<file path="config.mk">
export PLATFORM = sky130hd
export DESIGN_NAME = arm_sram_ctrl_flat
export DESIGN_NICKNAME = d
export VERILOG_FILES = /design/src/rtl/arm_sram_ctrl_if.sv /design/src/rtl/arm_sram_ctrl.sv /design/src/flat_wrapper.sv
export SDC_FILE = /design/constraint.sdc
export NUM_CORES = 1
export LEC_CHECK = 0
export ABC_AREA = 1
export BUFFER_PORTS_ARGS = -buffer_cell sky130_fd_sc_hd__buf_2
export CELL_PAD_IN_SITES_DETAIL_PLACEMENT = 1
export CELL_PAD_IN_SITES_GLOBAL_PLACEMENT = 2
export CORE_ASPECT_RATIO = 0.6
export CORE_MARGIN = 2
export CORE_UTILIZATION = 27
export CTS_CLUSTER_SIZE = 30
export DETAILED_ROUTE_END_ITERATION = 10
export PLACE_DENSITY = 0.89
export REMOVE_ABC_BUFFERS = 1
export SLEW_MARGIN = 15
export SYNTH_ARGS = -nofsm -noshare
export SYNTH_HDL_FRONTEND = slang
export SYNTH_SLANG_ARGS = --single-unit
</file>
<file path="constraint.sdc">
create_clock -name clk -period 3.4 [get_ports clk]
set_input_delay 0.34 -clock clk [delete_from_list [all_inputs] [get_ports clk]]
set_output_delay 0.34 -clock clk [all_outputs]
set_load 0.05 [all_outputs]
</file>
<file path="src/rtl/arm_sram_ctrl_if.sv">
// arm_sram_ctrl_if: CPU request/response and SRAM pin bundle; master = pipeline + SRAM device side, slave = controller
interface arm_sram_ctrl_if #(
  parameter int DATA_W      = 32,
  parameter int SRAM_ADDR_W = 18
);
  logic                   rd_en;
  logic                   wr_en;
  logic [31:0]            address;
  logic [DATA_W-1:0]      write_data;
  logic [DATA_W-1:0]      read_data;
  logic                   ready;
  logic [SRAM_ADDR_W-1:0] sram_addr;
  logic [DATA_W-1:0]      sram_dq_out;
  logic [DATA_W-1:0]      sram_dq_in;
  logic                   sram_dq_oe;
  logic                   sram_we_n;
  logic [31:0]            stall_cnt;
  modport master (
    output rd_en, wr_en, address, write_data, sram_dq_in,
    input  read_data, ready, sram_addr, sram_dq_out, sram_dq_oe, sram_we_n, stall_cnt
  );
  modport slave (
    input  rd_en, wr_en, address, write_data, sram_dq_in,
    output read_data, ready, sram_addr, sram_dq_out, sram_dq_oe, sram_we_n, stall_cnt
  );
endinterface

</file>
<file path="src/rtl/arm_sram_ctrl.sv">
// arm_sram_ctrl: MEM-stage controller turning one-cycle load/store requests into WAIT_CYCLES-long async SRAM accesses (clk, rst, bus.slave)
module arm_sram_ctrl #(
  parameter int          DATA_W      = 32,
  parameter int          SRAM_ADDR_W = 18,
  parameter logic [31:0] BASE_ADDR   = 32'd1024,
  parameter int          WAIT_CYCLES = 5
) (
  input logic            clk,
  input logic            rst,
  arm_sram_ctrl_if.slave bus
);
  typedef enum logic [1:0] {IDLE, ACCESS, DONE} state_t;
  state_t                 state;
  logic [3:0]             cnt;
  logic                   wr_op;
  logic [DATA_W-1:0]      rdata;
  logic [DATA_W-1:0]      dq_out;
  logic [SRAM_ADDR_W-1:0] addr;
  logic [31:0]            stall_q;
  logic                   req;
  logic [31:0]            offset;
  assign req             = bus.rd_en | bus.wr_en;
  assign offset          = bus.address - BASE_ADDR;
  assign bus.ready       = (state == IDLE && !req) || state == DONE;
  assign bus.read_data   = rdata;
  assign bus.sram_addr   = addr;
  assign bus.sram_dq_out = dq_out;
  assign bus.sram_dq_oe  = wr_op;
  assign bus.sram_we_n   = ~wr_op;
  assign bus.stall_cnt   = stall_q;
  always_ff @(posedge clk) begin
    if (rst) begin
      state   <= IDLE;
      cnt     <= '0;
      wr_op   <= 1'b0;
      rdata   <= '0;
      dq_out  <= '0;
      addr    <= '0;
      stall_q <= '0;
    end else begin
      if (!bus.ready && stall_q != '1) stall_q <= stall_q + 32'd1;
      case (state)
        IDLE: if (req) begin
          state  <= ACCESS;
          addr   <= SRAM_ADDR_W'(offset >> 2);
          dq_out <= bus.write_data;
          wr_op  <= bus.wr_en;
          cnt    <= 4'(WAIT_CYCLES - 1);
        end
        ACCESS: begin
          cnt <= cnt - 4'd1;
          if (cnt == '0) begin
            state <= DONE;
            wr_op <= 1'b0;
            if (!wr_op) rdata <= bus.sram_dq_in;
          end
        end
        default: state <= IDLE;
      endcase
    end
  end
endmodule
</file>
<file path="src/flat_wrapper.sv">
// flat-port wrapper written by rule: the top's interface ports become plain ports
module arm_sram_ctrl_flat 
#(
  parameter int          DATA_W      = 32,
  parameter int          SRAM_ADDR_W = 18,
  parameter logic [31:0] BASE_ADDR   = 32'd1024,
  parameter int          WAIT_CYCLES = 5
)
  (clk, rst, bus_rd_en, bus_wr_en, bus_address, bus_write_data, bus_sram_dq_in, bus_read_data, bus_ready, bus_sram_addr, bus_sram_dq_out, bus_sram_dq_oe, bus_sram_we_n, bus_stall_cnt);
  arm_sram_ctrl_if #(.DATA_W(DATA_W), .SRAM_ADDR_W(SRAM_ADDR_W)) bus_i ();
  input logic clk;
  input logic rst;
  input wire logic [$bits(bus_i.rd_en)-1:0] bus_rd_en;
  input wire logic [$bits(bus_i.wr_en)-1:0] bus_wr_en;
  input wire logic [$bits(bus_i.address)-1:0] bus_address;
  input wire logic [$bits(bus_i.write_data)-1:0] bus_write_data;
  input wire logic [$bits(bus_i.sram_dq_in)-1:0] bus_sram_dq_in;
  output wire logic [$bits(bus_i.read_data)-1:0] bus_read_data;
  output wire logic [$bits(bus_i.ready)-1:0] bus_ready;
  output wire logic [$bits(bus_i.sram_addr)-1:0] bus_sram_addr;
  output wire logic [$bits(bus_i.sram_dq_out)-1:0] bus_sram_dq_out;
  output wire logic [$bits(bus_i.sram_dq_oe)-1:0] bus_sram_dq_oe;
  output wire logic [$bits(bus_i.sram_we_n)-1:0] bus_sram_we_n;
  output wire logic [$bits(bus_i.stall_cnt)-1:0] bus_stall_cnt;
  assign bus_i.rd_en = bus_rd_en;
  assign bus_i.wr_en = bus_wr_en;
  assign bus_i.address = bus_address;
  assign bus_i.write_data = bus_write_data;
  assign bus_i.sram_dq_in = bus_sram_dq_in;
  assign bus_read_data = bus_i.read_data;
  assign bus_ready = bus_i.ready;
  assign bus_sram_addr = bus_i.sram_addr;
  assign bus_sram_dq_out = bus_i.sram_dq_out;
  assign bus_sram_dq_oe = bus_i.sram_dq_oe;
  assign bus_sram_we_n = bus_i.sram_we_n;
  assign bus_stall_cnt = bus_i.stall_cnt;
  arm_sram_ctrl #(.DATA_W(DATA_W), .SRAM_ADDR_W(SRAM_ADDR_W), .BASE_ADDR(BASE_ADDR), .WAIT_CYCLES(WAIT_CYCLES)) u_core (.clk(clk), .rst(rst), .bus(bus_i));
endmodule
</file>
======== Word level (Yosys, flattened, before mapping) ========
Index checks and enable logic that the tools add are counted.
operators by class
  add/sub/neg operators ................... 3
  eq/ne operators ......................... 5
  muxes and demuxes ....................... 8
  bitwise logic cells ..................... 2
  reduce and logical (&&, ||, !) cells .... 13
operator list
  kind                    count
  $add 32x1->32 const B   1
  $ne 32x32->1 const B    1
  $sub 20x11->20 const B  1
  $pmux 4 s2              1
  $reduce_and 2->1        3
  $reduce_and 3->1        2
  $logic_not 4->1         1
  $mux 2                  2
  $mux 4                  1
  $ne 2x1->1 const B      2
  $pmux 2 s2              1
  $sub 4x1->4 const B     1
  $eq 2x1->1 const B      1
  $eq 2x2->1 const B      1
  $logic_and 1x1->1       2
  $logic_not 1->1         2
  $logic_not 2->1         1
  $mux 1                  2
  $pmux 1 s2              1
  $reduce_bool 2->1       1
  $logic_or 1x1->1        1
  $not 1->1               1
  $or 1x1->1              1
storage, ports and cells
  register bits after elaboration ......... 121
  input port bits ......................... 100
  output and inout bits ................... 117
  word-level logic and storage cells ...... 38

======== Longest topological paths before layout ========
Gate-level depths: netlist (run 1).
  depth in word-level cells ............... 6
  mapped depth ............................ 11
  gate-level depth less buffers ........... 10

======== Worst setup path after synthesis (run 1) ========
Ideal clock, no wire load.
  path kind ............................... reg2reg
  from .................................... reg u_core.stall_q[0], in the netlist u_core.bus.stall_cnt[0]
  to ...................................... reg u_core.stall_q[11], in the netlist u_core.bus.stall_cnt[11]
  library setup time ...................... 0.071 ns
  data arrival time ....................... 2.038 ns
  required time ........................... 3.329 ns
  path slack .............................. 1.292 ns
  cell stages (with the launch flop) ...... 12
  path buffers ............................ 2
  period minus slack after synthesis ...... 2.108 ns
  path through ............................ dfxtp_1 > ha_1 > nand2_2 > nor2_4 > nand2_4 > nor2_4 > nand2_4 > nand2_4 > buf_12 > buf_12 > nand2_1 > a21oi_2
between the ends
  longest elaborated chain between the ends .. 2
  elaborated cells on any way between the ends .. 3
  classes of those cells .................. add/sub (1); eq/ne (1); reduce/logical (1)
ends and longest elaborated chain
  element                                                                line                 RTL
  start: declaration                                                     arm_sram_ctrl.sv:19  logic [31:0] stall_q;
  start signal: assignment                                               arm_sram_ctrl.sv:41  if (!bus.ready && stall_q != '1) stall_q <= stall_q + 32'd1;
  parallel branches: the longest is 2 deep, another holds $add 32x1->32  -
Several ways; the timed one is not identified.
A chain may end at the register's enable or synchronous reset.

======== Worst setup path after layout (run 1) ========
  from .................................... reg u_core.stall_q[0], in the netlist u_core.bus.stall_cnt[0]
  to ...................................... reg u_core.stall_q[23], in the netlist u_core.bus.stall_cnt[23]
Same word-level chain as after synthesis.

==> summary.md, run 1 <==
| Metric | Value |
|---|---|
| Status | `finished clean` |
| Hold Path Depth | `2` |
| Startpoint class of the critical path | `flip-flop` |
| Area grow syn2layout | `33.15%` |
| Final Cycle Share | `71.72%` |
| Slew margin rel. | `56.78%` |
| Top delay family on crit path | `simple AND/OR/NAND/NOR gates` |
| Clk_skew | `10.03 ps` |
| Critical Path Fanout Max | `29` |
| Slew of the pin with the lowest slew margin | `648.2 ps` |
| Worst Reg-to-Reg Cells | `10` |
| Post-CTS sizing | `0` |
| Worst hold-check path type | `in2reg` |
| GP Congestion | `0.8663` |
| Worst path depth | `10` |
| DRT iter0 DRCs | `217` |
| CTS Buf Count | `17` |
| Req. time, crit path | `3680 ps` |
| Std cell rows | `40` |
| First-pass GRT wire length | `28840 µm` |
| Synth top area cells | `dfxtp_1, nor2_1, nand2_1, o21ai_0, inv_1` |
| Multi-input gate area | `0.002584 mm²` |
| Most used cell along the critical path | `nand2_4` |
| Final net count | `1073` |
| Routed WL | `18180 µm` |
| Setup TNS | `0 ps` |
| Unrepaired setup endpoints after global routing | `false` |
| Pwr dens | `645.2 mW/mm²` |
| Fraction of layout cells with a size suffix above 1 | `29.40%` |
| Vias per cell | `4.449` |
| Max Cap Viol | `0` |
| Die area | `0.02156 mm²` |
| Clock sinks | `121` |
| Core Footprint | `0.01997 mm²` |
| GRT overflow | `0` |
| Asr flop ratio synth | `0%` |
| Synth Cell Area | `0.005499 mm²` |
| Yosys warning total | `0` |
| Register clock-pin slew on the reported worst setup and hold paths | `60 ps` |
| Crit Path Class | `reg2reg` |
| DR DRC count | `0` |
| Hold Vio Cnt, Final | `0` |
| Register area share after synthesis | `44.05%` |
| Register area | `0.002422 mm²` |
| Most common cell in the netlist | `nor2_1` |
| Top cells by count, synth | `nor2_1, nand2_1, dfxtp_1` |
| Pin count of the biggest net entering global routing | `71` |
| Port Buffers | `202` |
| Leak pwr | `0.003282 µW` |
| Netlist cell types | `28` |
| Pins over their slew limit | `0` |
| Post-CTS Repair Setup Buffers | `0` |
| Hold-fix buffers, CTS | `0` |
| Initial Util | `27.54%` |
| Final setup fails | `0` |
| Buf/Inv on CP | `1` |
| Setup crit end kind | `flip-flop` |
| DR vias | `5588` |
| Top Ports | `217` |
| Tot GR Track Use | `17.20%` |
| Post-synth EDFFs | `0` |
| CTS Buffer Depth | `2` |
| Avg Cell Area, Syn | `7.068 µm²` |
| Worst-skew pair later-pin latency | `420 ps` |
| Number of synthesized register bits | `121` |
| Crit-path max cell delay | `430 ps` |
| Post-DP HPWL | `13220 µm` |
| Area leader, netlist | `dfxtp_1` |
| Die H | `114.5 µm` |
| Placed cell areas | `0.006728 mm²` |
| R2R Setup Slk | `960 ps` |
| Crit path launch | `u_core.bus.stall_cnt[0]` |
| Worst setup endpoint | `u_core.bus.stall_cnt[23]` |
| RR Startpoint | `u_core.bus.stall_cnt[0]` |
| Slowest cell on crit path | `dfxtp_1` |
| Post-Layout Inst Area | `0.007322 mm²` |
| H-Tree Depth | `4` |
| Reg-to-Reg End | `u_core.bus.stall_cnt[23]` |
| Synth Flop Type | `dfxtp_1` |
| Max Freq | `410.1 MHz` |
| N_diodes | `0` |
| Post-route ant nets | `0` |
| Tmin final | `2438 ps` |
| Die width | `188.2 µm` |
| Pre-antenna DRT Iters | `4` |
| CP arrival | `2720 ps` |
| Root buf cell | `clkbuf_16` |
| Syn Inst Count | `778` |
| Post-synth top area share | `44.05%` |
| CTS tree | `yes` |
| Maximum vdd drop | `0.3167 mV` |
| Initial antenna violation count | `1` |
| Wire per inst | `14.47 µm` |
| Vias in the first global route | `5458` |
| Filler cells | `2545` |
| Worst-path cell chain | `ha_1 -> nand2_2 -> nor2_4 -> nand2_4 -> nor2_4 -> nand2_4 -> nand2_4 -> inv_2 -> nand2_1 -> a21oi_2` |
## logic make-up after synthesis
group	after synthesis	synth area share [%]
and+or+nand+nor	356	27.17
AOI/OAI and AO/OA	162	16.34
xor gates and xnor gates	17	2.708
DFF	121	44.05
buffers and inverters	119	9.056
adders and majority gates	3	0.6827
## power breakdown
part / switching (µW) / leakage [µW] / internal, µW / total, µW
Sequential: 82.7 / 0.000993 / 1580 / 1670
Clock: 681 / 0.000289 / 1160 / 1850
Combinational: 943 / 0.00200 / 269 / 1210
Total: 1710 / 0.00328 / 3020 / 4720
## metrics by stage
step	total power [µW]	std cells	util, %	hold WS [ps]	worst slack, ps
after floorplan	2558	744	-	402.4	810.0
after global placement	2896	1224	33.69	427.5	1036
after detailed placement	2921	1224	33.69	432.2	955.2
after CTS	4799	1256	36.67	108.7	936.2
after global routing	4979	1256	36.67	122.2	780.2
final	4724	1256	36.67	137.4	961.6
## metal layers
layer,part of all wire [%],vias up,global-route usage [%]
met5,0,-,0
met4,0.91,0,4.567
met3,8.5,14,7.110
met2,39,141,24.50
met1,52,2598,23.74
li1,-,2835,-
## state kept, by name (all words and copies together) (netlist names)
register and flops:
u_core.cnt 4, u_core.bus.sram_dq_out 32, u_core.bus.sram_dq_oe 1, u_core.bus.read_data 32, u_core.state 2, u_core.bus.stall_cnt 32
u_core.bus.sram_addr 18
## cell type report
type                       count  share of cell area, %
clock buffer                  19                  6.049
inverter                      85                  4.357
clock inverter                13                  2.068
tap                          273                  4.665
sequential                   121                  33.08
timing repair buffer         207                  14.49
multi-input combinational    538                  35.29
## worst min path at each step
stage / from / end / slack, ps
2_1_floorplan: rst / u_core.bus.stall_cnt[10] / 400
3_3_place_gp: u_core.bus.read_data[2] / u_core.bus.read_data[2] / 430
3_5_place_dp: u_core.bus.read_data[18] / u_core.bus.read_data[18] / 430
4_1_cts: bus_address[10] / u_core.bus.sram_addr[8] / 110
5_1_grt: bus_address[10] / u_core.bus.sram_addr[8] / 120
6_report: bus_address[10] / u_core.bus.sram_addr[8] / 140
## cells in the final DEF, fill, tap and decap left out, types with 4 or more instances in the layout
master	netlist	final
nand2_2	15	15
nor2_4	5	5
xnor2_1	5	5
inv_1	83	83
nand4_1	4	4
nand3_1	21	20
xor2_1	12	12
dfxtp_1	121	121
buf_4	0	4
nand2_1	147	147
a21oi_2	20	20
buf_2	2	202
clkinv_2	0	6
a21oi_1	44	44
o21ai_0	91	91
nor2_1	153	153
clkbuf_16	0	17
Power figures use the tool's default switching activity.
==> run 2: changes to the inputs <==
--- a/config.mk
+++ b/config.mk
@@ -11,10 +11,10 @@
 export CELL_PAD_IN_SITES_GLOBAL_PLACEMENT = 2
 export CORE_ASPECT_RATIO = 0.6
 export CORE_MARGIN = 2
-export CORE_UTILIZATION = 27
+export CORE_UTILIZATION = 23
 export CTS_CLUSTER_SIZE = 30
 export DETAILED_ROUTE_END_ITERATION = 10
-export PLACE_DENSITY = 0.89
+export PLACE_DENSITY = 0.81
 export REMOVE_ABC_BUFFERS = 1
 export SLEW_MARGIN = 15
 export SYNTH_ARGS = -nofsm -noshare
==> constraint.sdc (replaced) <==
create_clock -name clk -period 2.1 [get_ports clk]
set_input_delay 0.21 -clock clk [delete_from_list [all_inputs] [get_ports clk]]
set_output_delay 0.21 -clock clk [all_outputs]
set_load 0.05 [all_outputs]
==> run 2 against run 1 <==
  * Sequential share of layout area down 1.1 points
  * Flip-flop and latch count unchanged
  * Power up 65%
  * Hold slack worse by 99 ps
  * Non-clock buffer count up 20
  * Cell count up 4.7%
  * Combinational power up 67%
  * Global-route usage down 2.1 points
  * Setup slack worse by 760 ps
  * Critical path type unchanged
==> summary.md, run 2 (synthesized netlist as in run 1, its figures left out) <==
| Metric | Value |
|---|---|
| Die width | `203.6 µm` |
| Routed WL | `18810 µm` |
| H-Tree Depth | `4` |
| Top Ports | `217` |
| Max Freq | `525.7 MHz` |
| Critical Path Fanout Max | `20` |
| CTS tree | `yes` |
| Slowest cell on crit path | `dfxtp_1` |
| Initial antenna violation count | `0` |
| Multi-input gate area | `0.002584 mm²` |
| Area grow syn2layout | `37.72%` |
| Slew of the pin with the lowest slew margin | `524.6 ps` |
| Filler cells | `2966` |
| CP arrival | `2250 ps` |
| Hold Path Origin | `bus_write_data[17]` |
| Root buf cell | `clkbuf_16` |
| Register area | `0.002422 mm²` |
| GRT overflow | `0` |
| DR vias | `5663` |
| Unrepaired setup endpoints after global routing | `false` |
| Vias in the first global route | `5374` |
| GP Congestion | `0.8173` |
| Post-route ant nets | `0` |
| Initial Util | `23.60%` |
| Clock sinks | `121` |
| Worst-skew pair later-pin latency | `420 ps` |
| Most frequent cells in the layout | `buf_2, nor2_1, nand2_1` |
| Pwr dens | `1027 mW/mm²` |
| Final net count | `1093` |
| Worst hold-check path type | `in2reg` |
| Most used cell along the critical path | `nand2_4` |
| Std cell rows | `43` |
| Top delay family on crit path | `simple AND/OR/NAND/NOR gates` |
| DRT iter0 DRCs | `232` |
| First-pass GRT wire length | `29280 µm` |
| CTS Buf Count | `17` |
| RR Startpoint | `u_core.bus.stall_cnt[1]` |
| Core Footprint | `0.02330 mm²` |
| Post-DP HPWL | `14060 µm` |
| R2R Setup Slk | `200 ps` |
| Req. time, crit path | `2450 ps` |
| Crit path launch | `u_core.bus.stall_cnt[1]` |
| Port Buffers | `202` |
| Register clock-pin slew on the reported worst setup and hold paths | `60 ps` |
| Crit-path max cell delay | `340 ps` |
| Tmin final | `1902 ps` |
| Die area | `0.02520 mm²` |
| Pins over their slew limit | `0` |
| Fraction of layout cells with a size suffix above 1 | `30.70%` |
| Final setup fails | `0` |
| Setup TNS | `0 ps` |
| Status | `finished clean` |
| Maximum vdd drop | `0.4214 mV` |
| Crit Path Class | `reg2reg` |
| Buf/Inv on CP | `1` |
| CTS Buffer Depth | `2` |
| Pin count of the biggest net entering global routing | `37` |
| Vias per cell | `4.306` |
| Final Cycle Share | `90.58%` |
| N_diodes | `0` |
| Die H | `123.8 µm` |
| Slew margin rel. | `65.03%` |
| Most common cell after layout, fill and taps aside | `buf_2` |
| Pre-antenna DRT Iters | `4` |
| Final Power | `7778 µW` |
| Tot GR Track Use | `15.14%` |
| Startpoint class of the critical path | `flip-flop` |
| DR DRC count | `0` |
| Worst-path cell chain | `ha_1 -> nand2_2 -> nor2_4 -> nand2_4 -> nor2_4 -> nand2_4 -> nand2_4 -> buf_12 -> nand2_1 -> a21oi_2` |
| Wire per inst | `14.31 µm` |
| Setup crit end kind | `flip-flop` |
| Leak pwr | `0.003400 µW` |
| Clk_skew | `9.111 ps` |
| Hold Vio Cnt, Final | `0` |
| Max Cap Viol | `0` |
| Post-CTS Repair Setup Buffers | `0` |
-- run 2: worst paths after layout --
kind                                     end  cells after the start
hold reg to reg     u_core.bus.read_data[12]                      2
setup / recovery    u_core.bus.stall_cnt[15]                     10
setup reg to reg    u_core.bus.stall_cnt[15]                     10
hold / removal    u_core.bus.sram_dq_out[17]                      3
-- run 2: where the power goes --
part / total [µW] / switching, µW / internal, µW / leakage [µW]
registers: 2690 / 129 / 2560 / 0.000993
clock network: 3060 / 1090 / 1970 / 0.000293
logic: 2020 / 1540 / 482 / 0.00211
-- run 2: worst min-delay path: cells and delay by family --
kind / cells / cell delay [ps]
AO/OA/AOI/OAI: 1 / 70
buffers and inverters: 1 / 70
AND/OR/NAND/NOR: 1 / 70
-- run 2: timing repair --
action,4_1_cts,5_1_grt
hold buffers,1,0
endpoints found under the hold margin,1,0
resized for setup,0,2
setup endpoints to repair,0,27
-- run 2: per-stage QoR --
stage / setup WS [ps] / hold WS (ps) / std cells / cell area (µm²) / utilization [%]
after global routing: 52.63 / 34.19 / 1315 / 7574 / 32.51
after floorplan: -490.0 / 272.4 / 744 / 5320 / -
after global placement: 143.9 / 416.0 / 1285 / 6960 / 29.88
after detailed placement: 71.90 / 417.2 / 1285 / 6960 / 29.88
after CTS: 53.34 / 15.51 / 1315 / 7571 / 32.50
final: 197.8 / 38.52 / 1315 / 7574 / 32.51
-- run 2: metal layers --
layer  up-vias  share of wire (%)  global-route usage [%]
li1       2871                  -                       -
met1      2620                 51                   21.32
met2       153                 39                   21.13
met3        19                8.4                   5.128
met4         0                1.4                   5.657
met5         -                  0                       0
-- run 2: final cells by class --
cell class | count | share of cell area [%]
clock buffers | 21 | 6.344
clock inverters | 8 | 1.586
inverters | 85 | 4.246
multi-input cells | 538 | 34.12
flip-flops and latches | 121 | 31.98
well taps | 315 | 5.204
repair buffers | 227 | 16.52
==> run 3: changes to the inputs <==
--- a/config.mk
+++ b/config.mk
@@ -7,11 +7,9 @@
 export LEC_CHECK = 0
 export ABC_AREA = 1
 export BUFFER_PORTS_ARGS = -buffer_cell sky130_fd_sc_hd__buf_2
-export CELL_PAD_IN_SITES_DETAIL_PLACEMENT = 1
-export CELL_PAD_IN_SITES_GLOBAL_PLACEMENT = 2
 export CORE_ASPECT_RATIO = 0.6
 export CORE_MARGIN = 2
-export CORE_UTILIZATION = 23
+export CORE_UTILIZATION = 44
 export CTS_CLUSTER_SIZE = 30
 export DETAILED_ROUTE_END_ITERATION = 10
 export PLACE_DENSITY = 0.81
==> run 3 against run 2 <==
  * Global-route usage is 7.9 points higher
  * Core utilization is 28 points higher
  * Clock skew hardly changed
  * Via count is 0.14% lower
  * Maximum frequency is 1.1% lower
  * Clock power is 9.2% lower
  * Hold slack better by 19 ps
  * Setup slack worse by 21 ps
  * Design area is 2.7% lower
  * Sequential power hardly changed
  * Register-to-register slack worse by 20 ps
  * Largest power group unchanged
  * Highest routed layer unchanged
==> summary.md, run 3 (synthesized netlist as in run 1, its figures left out) <==
| Metric | Value |
|---|---|
| Tmin final | `1923 ps` |
| R2R Setup Slk | `180 ps` |
| Multi-input gate area | `0.002586 mm²` |
| Final Cycle Share | `91.59%` |
| Tot GR Track Use | `23.04%` |
| Startpoint class of the critical path | `flip-flop` |
| Final net count | `1097` |
| Leak pwr | `0.003392 µW` |
| CTS tree | `yes` |
| Clock sinks | `121` |
| Crit-path max cell delay | `390 ps` |
| Register clock-pin slew on the reported worst setup and hold paths | `60 ps` |
| Core Footprint | `0.01214 mm²` |
| Slowest cell on crit path | `dfxtp_1` |
| First-pass GRT wire length | `25020 µm` |
| Pre-antenna DRT Iters | `5` |
| Initial antenna violation count | `0` |
| Die area | `0.01344 mm²` |
| Most common cell after layout, fill and taps aside | `buf_2` |
| CP arrival | `2250 ps` |
| Placed cell areas | `0.006790 mm²` |
| Clk_skew | `8.696 ps` |
| Fraction of layout cells with a size suffix above 1 | `30.88%` |
| Post-route ant nets | `0` |
| Register area | `0.002422 mm²` |
| Setup crit end kind | `flip-flop` |
| Top delay family on crit path | `simple AND/OR/NAND/NOR gates` |
| Most used cell along the critical path | `nand2_4` |
| Post-Layout Inst Area | `0.007370 mm²` |
| Final Non-Filler Cells | `1172` |
| GRT overflow | `0` |
| Port Buffers | `202` |
| GP Congestion | `0.9584` |
| N_diodes | `0` |
| Req. time, crit path | `2430 ps` |
| Maximum vdd drop | `0.5151 mV` |
| Filler cells | `1104` |
| Setup TNS | `0 ps` |
| Top sig layer | `met4` |
| Final Power | `7446 µW` |
| Vias in the first global route | `5112` |
| Crit Path Class | `reg2reg` |
| Post-DP HPWL | `11000 µm` |
| Root buf cell | `clkbuf_16` |
| Critical Path Fanout Max | `18` |
| Status | `finished clean` |
| Pwr dens | `1010 mW/mm²` |
| Std cell rows | `31` |
| Most frequent cells in the layout | `buf_2, nor2_1, nand2_1` |
| Metal2 WL | `6182 µm` |
| Die width | `148.3 µm` |
| Die H | `90.60 µm` |
| DR DRC count | `0` |
| Routed WL | `15090 µm` |
| Worst hold-check path type | `in2reg` |
| Pins over their slew limit | `0` |
| CTS Buffer Depth | `2` |
| Post-Route M1 WL | `7052 µm` |
| Worst-path cell chain | `ha_1 -> nand2_2 -> nor2_4 -> nand2_4 -> nor2_4 -> nand2_4 -> nand2_4 -> buf_12 -> o21ai_0 -> nor2_1` |
| CTS Buf Count | `17` |
| Slew of the pin with the lowest slew margin | `573.4 ps` |
| Area grow syn2layout | `34.02%` |
| Slew margin rel. | `61.77%` |
| Worst-skew pair later-pin latency | `400 ps` |
| Top Ports | `217` |
| Vias per cell | `4.825` |
| DRT iter0 DRCs | `339` |
| Buf/Inv on CP | `1` |
| Final setup fails | `0` |
| Pin count of the biggest net entering global routing | `59` |
| Met3 wire length | `1663 µm` |
| Dpl cells | `1139` |
| Wire per inst | `12.87 µm` |
| DR vias | `5655` |
| H-Tree Depth | `4` |
| Post-CTS Repair Setup Buffers | `0` |
| Max Cap Viol | `0` |
| Max Freq | `519.9 MHz` |
| Initial Util | `45.30%` |
| Hold Vio Cnt, Final | `0` |
| Unrepaired setup endpoints after global routing | `false` |
run 3: worst paths after layout:
check                                        startpoint                          to  cells past startpoint
worst max register to register  u_core.bus.stall_cnt[1]     u_core.bus.stall_cnt[0]                     10
worst min register to register  u_core.bus.read_data[4]     u_core.bus.read_data[4]                      2
worst max-delay path            u_core.bus.stall_cnt[1]     u_core.bus.stall_cnt[0]                     10
worst min-delay path                 bus_write_data[15]  u_core.bus.sram_dq_out[15]                      3
run 3: cell type report:
class	instances	area share [%]
clock buffer	20	5.925
multi-input combinational	538	35.09
timing repair buffer	231	17.22
sequential	121	32.87
clock inverter	12	1.732
inverter	85	4.363
tap	165	2.801
run 3: power breakdown:
group	leakage, µW	internal, µW	switching (µW)	total, µW
Sequential	0.000993	2560	130	2690
Clock	0.000266	1740	1040	2780
Combinational	0.00213	469	1500	1970
run 3: what timing repair did:
item | 4_1_cts | 5_1_grt
hold buffers | 1 | 0
hold endpoints to repair | 1 | 0
gates resized for setup | 0 | 3
endpoints found under the setup margin | 0 | 27
run 3: worst reg2reg max path: stages, from the launching register on:
cell     delay [ps]
dfxtp_1         390
ha_1            220
nand2_2          80
nor2_4          140
nand2_4          90
nor2_4          190
nand2_4          90
nand2_4         210
buf_12          200
o21ai_0         130
nor2_1          130
run 3: layer usage:
metal,vias up,global-route usage (%)
met5,-,0
met3,21,8.384
met2,265,33.49
met4,0,5.952
li1,2886,-
met1,2483,32.31
run 3: stage by stage:
stage	utilization, %	hold WS (ps)	worst slack (ps)
floorplan	-	272.4	-490.0
global placement	55.93	425.5	181.1
detailed placement	55.93	426.3	123.5
CTS	60.66	41.60	94.23
global route	60.70	53.15	40.60
finish	60.70	57.20	176.7
